File: config.mk
export PLATFORM = sky130hd
export DESIGN_NAME = fusion_pe_acc
export DESIGN_NICKNAME = d
export VERILOG_FILES = /design/src/rtl/fusion_pe_acc.sv
export SDC_FILE = /design/constraint.sdc
export NUM_CORES = 1
export LEC_CHECK = 0
export CORE_ASPECT_RATIO = 1.25
export CORE_MARGIN = 2
export CORE_UTILIZATION = 43
export DETAILED_ROUTE_END_ITERATION = 7
export PLACE_DENSITY_LB_ADDON = 0.12
export SLEW_MARGIN = 25
export SYNTH_ARGS = -nofsm -noshare
export SYNTH_HDL_FRONTEND = slang
export SYNTH_SLANG_ARGS = --single-unit
File: constraint.sdc
create_clock -name clk -period 9.39 [get_ports clk]
set_clock_uncertainty 0.1 [all_clocks]
set_input_delay 1.878 -clock clk [delete_from_list [all_inputs] [get_ports clk]]
set_output_delay 1.878 -clock clk [all_outputs]
set_load 0.02 [all_outputs]
File: src/rtl/fusion_pe_acc.sv
// rtl/fusion_pe_acc.sv - bit-fusion PE with runtime precision and grouped accumulation
//
// Multiplies an activation byte by a weight byte as one 8x8 product, two 4x4
// nibble products or four 2x2 bit-pair products. Each field is independently
// signed or unsigned. Beats are accumulated together with the forwarded partial
// sum, and one result is emitted per accumulation group.
//
// Ports:
//   clk, rst_n            clock, asynchronous active-low reset
//   in_valid / in_ready   upstream beat handshake
//   act, weight           operand bytes
//   psum_in               forwarded partial sum, added on every beat
//   s_in, s_weight        signedness of activation / weight fields
//   mode                  00 8x8, 01 2x 4x4, 10 4x 2x2, 11 same as 00
//   acc_last              final beat of an accumulation group
//   acc_clear             synchronous flush of all in-flight state
//   out_valid / out_ready downstream result handshake
//   psum_out              group result
module fusion_pe_acc #(
   parameter int COL_WIDTH = 11,
   parameter int DATA_W    = 8
) (
   input  logic                   clk,
   input  logic                   rst_n,
   input  logic                   in_valid,
   output logic                   in_ready,
   input  logic [DATA_W-1:0]      act,
   input  logic [DATA_W-1:0]      weight,
   input  logic [2*COL_WIDTH-1:0] psum_in,
   input  logic                   s_in,
   input  logic                   s_weight,
   input  logic [1:0]             mode,
   input  logic                   acc_last,
   input  logic                   acc_clear,
   output logic                   out_valid,
   input  logic                   out_ready,
   output logic [2*COL_WIDTH-1:0] psum_out
);

   localparam int PW = 2 * COL_WIDTH;

   generate
      if (DATA_W != 8) begin : g_bad_data_w
         $error("fusion_pe_acc: DATA_W must be 8");
      end
      if (PW <= 18) begin : g_bad_col_width
         $error("fusion_pe_acc: 2*COL_WIDTH must exceed the 18-bit field product");
      end
   endgenerate

   // Field extension to a common 9-bit signed operand.
   function automatic logic signed [8:0] ext8(input logic [7:0] f, input logic s);
      return {s & f[7], f};
   endfunction

   function automatic logic signed [8:0] ext4(input logic [3:0] f, input logic s);
      return {{5{s & f[3]}}, f};
   endfunction

   function automatic logic signed [8:0] ext2(input logic [1:0] f, input logic s);
      return {{7{s & f[1]}}, f};
   endfunction

   // Signed 18-bit field product, sign-extended to the psum width.
   function automatic logic [PW-1:0] fprod(input logic signed [8:0] a,
                                          input logic signed [8:0] b);
      logic signed [17:0] p;
      p = 18'(a) * 18'(b);
      return {{(PW-18){p[17]}}, p};
   endfunction

   logic [PW-1:0] prod_sum;

   always_comb begin
      prod_sum = '0;
      case (mode)
         2'b01: begin
            prod_sum = fprod(ext4(act[3:0], s_in), ext4(weight[3:0], s_weight))
                     + fprod(ext4(act[7:4], s_in), ext4(weight[7:4], s_weight));
         end
         2'b10: begin
            prod_sum = fprod(ext2(act[1:0], s_in), ext2(weight[1:0], s_weight))
                     + fprod(ext2(act[3:2], s_in), ext2(weight[3:2], s_weight))
                     + fprod(ext2(act[5:4], s_in), ext2(weight[5:4], s_weight))
                     + fprod(ext2(act[7:6], s_in), ext2(weight[7:6], s_weight));
         end
         default: begin
            prod_sum = fprod(ext8(act, s_in), ext8(weight, s_weight));
         end
      endcase
   end

   logic          s1_valid;
   logic          s1_last;
   logic [PW-1:0] s1_prod;
   logic [PW-1:0] s1_psum;
   logic [PW-1:0] acc;
   logic [PW-1:0] grp_sum;
   logic          s2_take;
   logic          beat_xfer;

   // Stage 2 may consume when the output slot is empty or being drained.
   assign s2_take   = s1_valid && (!out_valid || out_ready);
   assign in_ready  = !acc_clear && (!s1_valid || s2_take);
   assign beat_xfer = in_valid && in_ready;
   assign grp_sum   = acc + s1_prod + s1_psum;

   always_ff @(posedge clk or negedge rst_n) begin
      if (!rst_n) begin
         s1_valid  <= 1'b0;
         s1_last   <= 1'b0;
         s1_prod   <= '0;
         s1_psum   <= '0;
         acc       <= '0;
         out_valid <= 1'b0;
         psum_out  <= '0;
      end else if (acc_clear) begin
         s1_valid  <= 1'b0;
         acc       <= '0;
         out_valid <= 1'b0;
      end else begin
         if (beat_xfer) begin
            s1_valid <= 1'b1;
            s1_prod  <= prod_sum;
            s1_psum  <= psum_in;
            s1_last  <= acc_last;
         end else if (s2_take) begin
            s1_valid <= 1'b0;
         end

         // A new group result overrides the drain of the old one.
         if (s2_take && s1_last) begin
            psum_out  <= grp_sum;
            out_valid <= 1'b1;
            acc       <= '0;
         end else begin
            if (s2_take) begin
               acc <= grp_sum;
            end
            if (out_ready) begin
               out_valid <= 1'b0;
            end
         end
      end
   end

endmodule
==> impl_metrics.yaml, run 1 <==
worst_setup_path:
  crit_fanout: 11
  crit_slowest_cell: "clkdlybuf4s50_1"
  crit_chain: "clkdlybuf4s50_1 -> nand2_1 -> nor2_1 -> mux2i_1 -> ha_1 -> fa_1 -> fa_1 -> inv_1 -> fa_1 -> fa_1 -> inv_1 -> ha_1 -> a41oi_1 -> o22ai_1 -> o41ai_1 -> xnor2_1 -> and2_1 -> a21oi_1 -> or2_2 -> o221ai_1"
  crit_cells: 20
  cp-end-kind: "flop"
  critPathArrivalTime_ns: 8.25
  path_buf_inv: 3
  startpoint_type: "primary input"
  critPathRequiredTime_ns: 9.54
  crit_top_cell: "fa_1"
  reg2reg_depth: 11
  max_stage_delay_ns: 0.74
  crit_family: "adder cells"
  critical_path_class: "in2reg"
final_layout:
  syn_to_final_growth_pct: 12.03
  final_common_cell: "inv_1"
  postLayoutCellArea_um2: 12690
  num-fill-cells: 2544
  layoutNonFillerInstCount: 1572
  layout-drive-gt1-share: 0.04870
  diodes: 0
  mostFrequentLayoutCells: "inv_1 (231), fa_1 (179), nand2_1 (151), ha_1 (110), dfrtp_1 (87)"
  final_nets: 1564
logic_synthesis:
  syn_area_um2: 11330
  synth_seq_cells: 87
  yosysSeqAreaShare: 0.1922
  ys.flop_type: "dfrtp_1"
  ys_types: 50
  ys_warn_count: 0
  syn-instance-count: 1182
  async_reset_ff_frac: 1.000
  avgSynthCellArea_um2: 9.585
  synth_edf_count: 0
  syn-num-nets: 1519
placement:
  port_buffers: 71
  placed_area_um2: 12360
  place_congestion: 0.8902
  dp.cells: 1556
  dp_slack_ns: 0.9581
  hpwlAfterDp_mm: 21.80
drt:
  wl_mm: 25.96
  final_antenna_net_count: 0
  drt-met1-wl_mm: 11.05
  top_signal_layer_used: "met4"
  viasPerCell: 5.016
  wl_per_cell_um: 16.51
  met3_length_um: 747
  wl_met2_mm: 13.32
  first_pass_iters: 5
  route.detailed.drc: 0
  drtIter0Drc: 282
  num_vias: 7885
timing:
  finalCritPeriodShare: 0.8623
  final-setup-viol-count: 0
  finalHoldViolCount: 0
  tns_ns: 0
  relSlewSlack: 0.3483
  period_needed_ns: 8.097
  layout_setup_ws_ns: 1.293
  fmax_ghz: 0.1235
  rsz0062_at_grt: "false"
  worst_pin_slew_ns: 0.9744
  maxSlewViolCount: 0
clock_tree:
  cts_tree: "yes"
  cts.sinks: 87
  clockBufferDepth: 2
  ctsHoldBuffers: 0
  post_cts.repair.setup_buffers: 0
  cts_inserted_buffers: 9
  cts_resized: 0
  path_clk_slew_ns: 0.06
  cts-htree-levels: 3
  clkLatencyLatePin_ns: 0.34
  cts-root-buf: "clkbuf_16"
pwr:
  irDropWorstVdd_uv: 121.1
  powerDensity_nw_per_um2: 293.4
  power_leakage_nw: 6.552
  p_total_mw: 3.724
floorplanning:
  design.core.area_um2: 25930
  dieHeight_um: 185.5
  start_util: 0.4369
  dieArea_um2: 27670
  num_rows: 66
  die_w_um: 149.2
  ios: 72
hold_path:
  whs_path_depth: 2
  hp-class: "reg2reg"
grt:
  overflow: 0
  grt_pass1_vias: 8680
  track_usage: 0.2037
  grt_antenna_before_repair: 0
  grt_max_degree: 67
  grt_pass1_wl_mm: 43.86
status:
  status: "finished, final reports clean"
job:
  cap_viol_max_count: 0
## state kept, by name (all words and copies together), names as in the netlist
| name | cells |
|---|---|
| s1_prod | 18 |
| s1_psum | 22 |
| psum_out | 22 |
| acc | 22 |
| out_valid | 1 |
| s1_valid | 1 |
| s1_last | 1 |
## cell type report
class                   count  area (um^2)  share of cell area
well taps                 340        425.4             0.03352
multi-input cells         821         8138              0.6412
clock buffers              10        239.0             0.01883
clock inverters             6        92.59            0.007295
inverters                 231        867.1             0.06832
flip-flops and latches     87         2177              0.1715
repair buffers             77        753.2             0.05935
## power breakdown
group	switching [mW]	internal [mW]
clock network	0.151	0.242
logic	1.54	1.21
registers	0.0889	0.493
## kinds of logic after synthesis
group / after synthesis / synth area share
multiplexers: 22 / 0.02176
XOR/XNOR: 66 / 0.05102
adder cells (fa/ha/maj): 289 / 0.4378
AND/OR/NAND/NOR: 278 / 0.1076
buffers and inverters: 274 / 0.09078
AO/OA/AOI/OAI: 166 / 0.09895
flip-flops: 87 / 0.1922
## path summary, 6_finish.rpt
path,start,endpoint,slack [ns]
min,psum_out[15]$_DFFE_PN0P_,psum_out[15]$_DFFE_PN0P_,0.38
min reg2reg,psum_out[15]$_DFFE_PN0P_,psum_out[15]$_DFFE_PN0P_,0.38
max in group asynchronous,rst_n,acc[18]$_DFFE_PN0P_,6.75
max,weight[3],s1_prod[15]$_DFFE_PN0P_,1.29
min in group asynchronous,rst_n,psum_out[4]$_DFFE_PN0P_,1.31
max reg2reg,s1_prod[1]$_DFFE_PN0P_,psum_out[21]$_DFFE_PN0P_,5.51
## synth_stat cells, types with 3 or more instances
cell | count | area share
nand3_1 | 11 | 0.0049
nor3_1 | 5 | 0.0022
clkbuf_1 | 42 | 0.014
and2_1 | 33 | 0.018
nand2b_1 | 4 | 0.0022
nor2b_1 | 8 | 0.0044
nand2_1 | 152 | 0.050
xor2_1 | 20 | 0.015
dfrtp_1 | 87 | 0.19
mux2_2 | 21 | 0.021
a211oi_1 | 5 | 0.0033
inv_1 | 231 | 0.077
a21o_1 | 10 | 0.0066
o21bai_1 | 3 | 0.0020
or2_2 | 7 | 0.0039
o211ai_1 | 5 | 0.0033
a31oi_1 | 5 | 0.0028
nor2_1 | 48 | 0.016
o21ai_0 | 30 | 0.013
a21oi_1 | 52 | 0.023
a22oi_1 | 5 | 0.0033
a22o_1 | 22 | 0.017
or3_1 | 3 | 0.0017
xnor2_1 | 46 | 0.036
ha_1 | 110 | 0.12
and3_1 | 6 | 0.0033
fa_1 | 179 | 0.32
## metrics by stage
stage	util	hold slack [ns]
floorplan	-	0.3655
global placement	0.4766	0.3685
detailed placement	0.4766	0.3763
CTS	0.4894	0.3912
global route	0.4895	0.4203
finish	0.4895	0.3797
## tightest hold or removal path: cells and delay by family, from the launching register on
kind            cells  cell delay (ns)
flops               1             0.34
compound gates      1             0.06
simple gates        1             0.05
## routing by layer
layer / global-route usage / up-vias
li1: - / 3802
met1: 0.2525 / 3888
met2: 0.3700 / 153
met3: 0.01716 / 42
met4: 0.07543 / 0
met5: 0 / -
No activity file was read; power rests on OpenSTA's default activity.
==> run 2, diff against run 1 <==
PLACE_DENSITY = 0.63   (was unset)
PLACE_DENSITY_LB_ADDON = unset   (was 0.12)
==> run 2 against run 1 <==
Effect of this change:
- cell area decreased by 0.44%
- utilization decreased by 0.22 points
- cell count about the same
- die area unchanged
- register-to-register slack improved by 0.07 ns
- first-iteration DRC count decreased by 6.4%
- largest cell class unchanged
- largest power group unchanged
==> impl_metrics.yaml, run 2 (synthesis gave the netlist of run 1 again) <==
status:
  status: "finished, final reports clean"
pwr:
  power_leakage_nw: 6.527
  powerDensity_nw_per_um2: 290.1
  irDropWorstVdd_uv: 123.0
floorplanning:
  die_w_um: 149.2
  dieArea_um2: 27670
  num_rows: 66
  ios: 72
  dieHeight_um: 185.5
  start_util: 0.4369
  design.core.area_um2: 25930
timing:
  maxSlewViolCount: 0
  whs_ns: 0.4006
  finalCritPeriodShare: 0.8557
  rsz0062_at_grt: "false"
  final-setup-viol-count: 0
  period_needed_ns: 8.035
  fmax_ghz: 0.1244
  tns_ns: 0
  layout_setup_ws_ns: 1.355
  worst_pin_slew_ns: 0.9377
  relSlewSlack: 0.3729
  finalHoldViolCount: 0
worst_setup_path:
  reg2reg_depth: 11
  crit_chain: "clkdlybuf4s50_1 -> nand2_1 -> nor2_1 -> mux2i_1 -> ha_1 -> fa_1 -> fa_1 -> inv_1 -> fa_1 -> fa_1 -> inv_1 -> ha_1 -> a41oi_1 -> o22ai_1 -> o41ai_1 -> xnor2_1 -> and2_1 -> a21oi_1 -> or2_2 -> o221ai_1"
  path_buf_inv: 3
  r2r_slack_ns: 5.58
  critPathArrivalTime_ns: 8.19
  max_stage_delay_ns: 0.73
  crit_top_cell: "fa_1"
  startpoint_type: "primary input"
  crit_family: "adder cells"
  critPathRequiredTime_ns: 9.54
  r2r_start: "s1_prod[1]$_DFFE_PN0P_"
  cp-end-kind: "flop"
  critical_path_class: "in2reg"
  crit_slowest_cell: "clkdlybuf4s50_1"
  r2r_end: "psum_out[21]$_DFFE_PN0P_"
  crit_fanout: 11
drt:
  num_vias: 8014
  viasPerCell: 5.101
  wl_per_cell_um: 15.82
  drtIter0Drc: 264
  final_antenna_net_count: 0
  route.detailed.drc: 0
  wl_mm: 24.85
  first_pass_iters: 5
clock_tree:
  clkLatencyLatePin_ns: 0.35
  cts_tree: "yes"
  cts.sinks: 87
  ctsHoldBuffers: 0
  path_clk_slew_ns: 0.07
  cts-root-buf: "clkbuf_16"
  post_cts.repair.setup_buffers: 0
  cts-htree-levels: 3
  cts_resized: 0
  cts_inserted_buffers: 9
  clockBufferDepth: 2
final_layout:
  num-fill-cells: 2477
  mostFrequentLayoutCells: "inv_1 (231), fa_1 (179), nand2_1 (151), ha_1 (110), dfrtp_1 (87)"
  layout-drive-gt1-share: 0.04712
  final_common_cell: "inv_1"
  top_regs: "acc x22, psum_out x22, s1_psum x22"
  diodes: 0
  layoutNonFillerInstCount: 1571
  syn_to_final_growth_pct: 11.53
  final_nets: 1563
grt:
  grt_pass1_vias: 8534
  grt_antenna_before_repair: 0
  track_usage: 0.1916
  grt_pass1_wl_mm: 41.72
  overflow: 0
  grt_max_degree: 71
hold_path:
  hold_path_startpoint: "psum_out[15]$_DFFE_PN0P_"
  hp-class: "reg2reg"
  min_to: "psum_out[15]$_DFFE_PN0P_"
  whs_path_depth: 2
placement:
  hpwlAfterDp_mm: 20.69
  dp.cells: 1555
  dp_slack_ns: 0.9942
  port_buffers: 71
  place_congestion: 0.9183
job:
  cap_viol_max_count: 0
## run 2: per-stage QoR
stage | total power [mW] | cell area [um^2] | utilization
4_1_cts | 3.701 | 12630 | 0.4872
5_1_grt | 4.083 | 12640 | 0.4873
3_5_place_dp | 3.330 | 12350 | 0.4763
3_3_place_gp | 3.290 | 12350 | 0.4763
2_1_floorplan | 2.636 | 11330 | -
6_report | 3.666 | 12640 | 0.4873
## run 2: power by group
part | leakage [nW] | internal (mW) | switching (mW)
Clock | 0.136 | 0.184 | 0.156
Sequential | 1.10 | 0.493 | 0.0907
Combinational | 5.29 | 1.21 | 1.54
## run 2: worst max-delay path by stage
stage          depth (start not counted)  slack, ns      start                       to
2_1_floorplan                         21       2.11  weight[7]  s1_prod[15]$_DFFE_PN0P_
3_3_place_gp                          20       1.15  weight[3]  s1_prod[15]$_DFFE_PN0P_
3_5_place_dp                          20       0.99  weight[3]  s1_prod[15]$_DFFE_PN0P_
4_1_cts                               20       1.34  weight[3]  s1_prod[15]$_DFFE_PN0P_
5_1_grt                               19       1.03  weight[3]   s1_prod[9]$_DFFE_PN0P_
6_report                              20       1.35  weight[3]  s1_prod[15]$_DFFE_PN0P_
## run 2: layout make-up
cell class / count / area [um^2] / share of cell area
Multi-Input combinational cell: 821 / 8138 / 0.6440
Clock buffer: 10 / 229.0 / 0.01812
Sequential cell: 87 / 2177 / 0.1723
Inverter: 231 / 867.1 / 0.06862
Clock inverter: 6 / 53.80 / 0.004258
Tap cell: 340 / 425.4 / 0.03367
Timing Repair Buffer: 76 / 745.7 / 0.05902
## run 2: worst min-delay path, cell delays in order, from the launching register on
cell and delay [ns]:
dfrtp_1 0.36, nand2_1 0.05, o21ai_0 0.06
## run 2: metal layers
metal  track usage  routed length (um)  vias to the layer above
li1              -                   -                     3801
met1        0.2441               10730                     3987
met2        0.3375               12450                      171
met3       0.01716                 874                       55
met4       0.07543                 799                        0
met5             0                   0                        -
